File: src/rtl/inst_fetch.sv
// Instruction fetch stage: owns the PC, issues one word read at a time to
// instruction memory (req/gnt/rvalid) and hands fetched words to decode.
// A one-entry skid buffer catches a response that lands while decode stalls.
module inst_fetch #(
  parameter logic [31:0] RESET_PC = 32'h0000_0000,
  parameter int          PC_STEP  = 4
) (
  input  logic        Clk,
  input  logic        Reset,
  output logic        Imem_Req,
  output logic [31:0] Imem_Addr,
  input  logic        Imem_Gnt,
  input  logic        Imem_Rvalid,
  input  logic [31:0] Imem_Rdata,
  input  logic        Stall_In,
  input  logic        Redirect_In,
  input  logic [31:0] Redirect_PC,
  output logic [31:0] Inst_Out,
  output logic [31:0] PC_Out,
  output logic        Inst_Valid_Out
);

  localparam logic [31:0] STEP = 32'(PC_STEP);

  typedef enum logic [1:0] {IDLE, WAIT, DROP} state_t;

  typedef struct packed {
    logic [31:0] inst;
    logic [31:0] pc;
  } slot_t;

  state_t      state, state_n;
  logic [31:0] pc, pc_n, fetch_addr, fetch_n, addr_n;
  logic        req_n;
  slot_t       out_q, out_n, skid_q, skid_n;
  logic        vld_q, vld_n, skid_vld, skid_vld_n;
  logic        grant, resp, free;

  // Req is only ever high in IDLE, so a grant always belongs to IDLE.
  assign grant = Imem_Req & Imem_Gnt;
  assign resp  = (state == WAIT) & Imem_Rvalid;
  assign free  = ~vld_q | ~Stall_In;

  // State register
  always_ff @(posedge Clk) begin
    if (Reset) state <= IDLE;
    else       state <= state_n;
  end

  // Next-state: a redirect turns any fetch still in flight into one to drop.
  // A response arriving in DROP always ends it, even alongside a new redirect,
  // because no further response will ever come for that fetch.
  always_comb begin
    state_n = state;
    case (state)
      IDLE:    if (grant) state_n = Redirect_In ? DROP : WAIT;
      WAIT:    if (Imem_Rvalid) state_n = IDLE;
               else if (Redirect_In) state_n = DROP;
      DROP:    if (Imem_Rvalid) state_n = IDLE;
      default: state_n = IDLE;
    endcase
  end

  // Next values for PC, output register, skid buffer and memory request
  always_comb begin
    pc_n       = pc;
    fetch_n    = fetch_addr;
    out_n      = out_q;
    vld_n      = vld_q;
    skid_n     = skid_q;
    skid_vld_n = skid_vld;
    if (grant) begin
      fetch_n = pc;
      pc_n    = pc + STEP;
    end
    if (Redirect_In) begin
      vld_n      = 1'b0;
      skid_vld_n = 1'b0;
      pc_n       = {Redirect_PC[31:2], 2'b00};
    end else if (free) begin
      // Skid entry is older than any fresh response, so it drains first.
      if (skid_vld) begin
        out_n      = skid_q;
        vld_n      = 1'b1;
        skid_vld_n = 1'b0;
        if (resp) begin
          skid_n     = {Imem_Rdata, fetch_addr};
          skid_vld_n = 1'b1;
        end
      end else if (resp) begin
        out_n = {Imem_Rdata, fetch_addr};
        vld_n = 1'b1;
      end else begin
        vld_n = 1'b0;
      end
    end else if (resp) begin
      skid_n     = {Imem_Rdata, fetch_addr};
      skid_vld_n = 1'b1;
    end
    // Request whenever we will sit in IDLE with room to land the answer.
    req_n  = (state_n == IDLE) & ~skid_vld_n & ~Redirect_In;
    addr_n = req_n ? pc_n : Imem_Addr;
  end

  // Datapath and output registers
  always_ff @(posedge Clk) begin
    if (Reset) begin
      pc         <= RESET_PC;
      fetch_addr <= RESET_PC;
      Imem_Req   <= 1'b0;
      Imem_Addr  <= RESET_PC;
      out_q      <= '0;
      vld_q      <= 1'b0;
      skid_q     <= '0;
      skid_vld   <= 1'b0;
    end else begin
      pc         <= pc_n;
      fetch_addr <= fetch_n;
      Imem_Req   <= req_n;
      Imem_Addr  <= addr_n;
      out_q      <= out_n;
      vld_q      <= vld_n;
      skid_q     <= skid_n;
      skid_vld   <= skid_vld_n;
    end
  end

  assign Inst_Out       = out_q.inst;
  assign PC_Out         = out_q.pc;
  assign Inst_Valid_Out = vld_q;

endmodule

File: config.mk
export PLATFORM = sky130hd
export DESIGN_NAME = inst_fetch
export DESIGN_NICKNAME = d
export VERILOG_FILES = /design/src/rtl/inst_fetch.sv
export SDC_FILE = /design/constraint.sdc
export NUM_CORES = 1
export LEC_CHECK = 0
export CORE_MARGIN = 1.5
export CORE_UTILIZATION = 47
export DETAILED_ROUTE_END_ITERATION = 7
export GPL_TIMING_DRIVEN = 0
export PLACE_DENSITY = 0.72
export SYNTH_ARGS = -nofsm -noshare
export SYNTH_HDL_FRONTEND = slang
export SYNTH_SLANG_ARGS = --single-unit
File: constraint.sdc
create_clock -name Clk -period 1.9 [get_ports Clk]
set_clock_uncertainty 0.2 [all_clocks]
set_input_delay 0.285 -clock Clk [delete_from_list [all_inputs] [get_ports Clk]]
set_output_delay 0.285 -clock Clk [all_outputs]
set_load 0.03 [all_outputs]
==> impl_metrics.py <==
metrics = {
    "outcome": {
        "outcome": "complete, but fails checks",
        "violations": "setup timing",
    },
    "global_routing": {
        "grtUsageTotal_pct": 25.52,
        "grt_pass1_wl_mm": 41.14,
        "grt-ovfl-total": 0,
        "grt_pass1_vias": 7874,
        "grt_max_degree": 14,
        "antenna_found_initial": 0,
    },
    "sta": {
        "hold_viol": 0,
        "hold_slack_ns": 0.1606,
        "max_slew_margin_pct": 49.35,
        "min_period_ns": 2.079,
        "timing.fmax_mhz": 481.0,
        "rsz0062_at_grt": "true",
        "drv_slew": 0,
        "worstMarginPinSlew_ns": 0.7597,
        "setup_viol": 87,
        "setup_slack_ns": -0.1789,
        "layout_worst_path_cycle_share_pct": 109.4,
    },
    "synth": {
        "synth_edf_count": 0,
        "yosysMostFrequentCell": "dfxtp_1",
        "syn-cell-area_um2": 9156,
        "synth_seq_area_share_pct": 50.07,
        "synthArstFlopShare_pct": 0,
        "synth_cell_types": 52,
        "avgSynthCellArea_um2": 8.597,
        "netlist_top_cells_count": "dfxtp_1 (229), nand2_1 (220), a21oi_1 (123)",
        "yosysTopAreaCellShare_pct": 50.07,
        "ys_warn_count": 0,
        "yosys_register_bits": 229,
        "ys.flop_type": "dfxtp_1",
        "synth_nets": 1136,
        "synth.largest_area_cell": "dfxtp_1",
        "synthTopCellsByArea": "dfxtp_1 (50%), nand2_1 (9.0%), mux2i_1 (7.4%)",
        "synthCells": 1065,
    },
    "clock_tree": {
        "postCtsHoldBufs": 0,
        "cts.sinks": 229,
        "cts_htree_levels": 1,
        "root_buffer": "clkbuf_16",
        "clkTransAtPathRegs_ns": 0.06,
        "numCtsBuffers": 23,
        "clock_path_buffers": 3,
        "insertion_delay_ns": 0.51,
        "cts_tree": "built",
    },
    "worst_setup_path": {
        "max_stage_delay_ns": 0.36,
        "cpMaxStageDelayCell": "dfxtp_4",
        "critPathMaxFanout": 5,
        "start_kind": "flop",
        "crit_type": "flop to flop",
        "crit_required_ns": 2.15,
        "crit_top_cell": "buf_6",
        "arrival_ns": 2.33,
        "timing.critical_path.cells": "and3b_1, maj3_2, buf_6, nor3_4, buf_6, buf_6, o21ai_2, o21ba_1",
        "setup.worst_path.end_class": "flop",
    },
    "die": {
        "pin_count": 168,
        "start_util_pct": 48.46,
        "die_area_um2": 20330,
        "core_um2": 18890,
        "dieWidth_um": 142.6,
        "die_h_um": 142.6,
        "rows": 50,
    },
    "job": {
        "maxCapViolCount": 0,
    },
    "layout": {
        "syn2layout_area_growth_pct": 48.74,
        "layout.nets": 1383,
        "n_antenna_cell": 0,
        "drive_gt1_share_pct": 25.13,
        "utilization_pct": 72.09,
        "fillers": 1378,
    },
    "power": {
        "power_leakage_nw": 5.211,
        "powerDensity_nw_per_um2": 770.6,
        "ir_drop_mv": 0.5254,
        "total_power_mw": 10.50,
    },
    "detailed_routing": {
        "drt_iter0_drc": 695,
        "firstDrtPassIters": 8,
        "wl_per_cell_um": 18.22,
        "vias": 8772,
        "viasPerCell": 5.520,
        "drc": 0,
        "antenna_left": 0,
        "wl_mm": 28.95,
    },
    "place": {
        "routabilityCongestion": 0.8829,
        "hpwl_mm": 18.33,
        "portBuffers": 163,
    },
    "min_path": {
        "hold_path_class": "input port to flop",
    },
}
## where the power goes
part / leakage, nW / internal (mW) / switching, mW / total [mW]
Clock: 0.369 / 2.59 / 1.85 / 4.44
Sequential: 1.87 / 4.91 / 0.130 / 5.04
Combinational: 2.97 / 0.434 / 0.578 / 1.01
## flip-flops by register name, summed over array words and instances, names as in the netlist
name            cells
skid_q             64
Imem_Addr          32
Inst_Out           32
PC_Out             32
fetch_addr         32
pc                 32
state               2
Imem_Req            1
Inst_Valid_Out      1
skid_vld            1
## cell families after synthesis
family | count (synthesis) | share of synthesized area (%)
multiplexers | 69 | 7.557
flip-flops | 229 | 50.07
AO/OA/AOI/OAI | 237 | 15.89
buffers and inverters | 90 | 4.072
XOR/XNOR | 24 | 2.296
adder cells (fa/ha/maj) | 2 | 0.2596
AND/OR/NAND/NOR | 414 | 19.86
## worst max-delay path: cells and delay by family (launching register included)
kind                       cells  cell delay (ns)
DFF                            1             0.36
AOI/OAI and AO/OA              2             0.25
and+or+nand+nor                2             0.39
adders and majority gates      1             0.36
buffers and inverters          3             0.44
## layout by cell type, fill, tap and decap left out, types with 10 or more instances in the layout
cell             instances
clkdlybuf4s50_1         64
clkbuf_2                12
nor2_1                  68
nor3_4                  11
nor2_2                  30
nand4_1                 10
clkbuf_1                32
a211oi_1                32
a211oi_2                40
mux2i_1                 67
buf_8                   11
dfxtp_4                 12
dfxtp_1                204
buf_1                   11
buf_6                   23
a21oi_1                116
xnor2_2                 12
nand2_1                210
clkbuf_16               29
nor2_4                  11
buf_4                   33
dlygate4sd2_1           99
dfxtp_2                 13
## layer usage
metal / share of wire (%) / wire length, um / track usage, %
met2: 48 / 13810 / 43.31
met1: 41 / 11990 / 33.45
met3: 7.7 / 2228 / 3.634
met5: 0 / 0 / 0
met4: 3.2 / 913 / 8.302
## worst paths after layout
| check | start | to | slack [ns] | cells past startpoint |
|---|---|---|---|---|
| worst max-delay path | state[1] | Imem_Addr[15] | -0.18 | 8 |
| worst min-delay path | Redirect_PC[12] | pc[12] | 0.16 | 3 |
| worst max register to register | state[1] | Imem_Addr[15] | -0.18 | 8 |
| worst min register to register | skid_q[3] | skid_q[3] | 0.25 | 2 |
## cell type report
class | count | area [um2] | share of cell area, %
timing repair buffer | 227 | 2265 | 16.63
inverter | 9 | 33.78 | 0.2480
sequential | 229 | 4646 | 34.11
clock buffer | 39 | 725.7 | 5.328
multi-input combinational | 746 | 5087 | 37.35
tap | 260 | 325.3 | 2.389
clock inverter | 3 | 18.77 | 0.1378
buffer | 76 | 518.0 | 3.803
## through the flow
stage	cells	area [um2]	setup WS [ns]	setup TNS, ns
6_report	1589	13620	-0.1789	-5.537
5_1_grt	1589	13620	-0.2439	-13.75
4_1_cts	1561	12530	-0.1594	-3.655
3_5_place_dp	1488	11140	-0.8940	-141.56
3_3_place_gp	1488	11140	-0.8631	-135.38
2_1_floorplan	1065	9186	-0.06775	-0.4024
## timing repair
action                                  CTS  global route
gates resized for setup                 254           202
endpoints found under the setup margin  274           180
gates cloned                              3             6
pin swaps                                35            92
setup buffers                            30            27
Note: power is estimated with default switching activity, not from simulation.
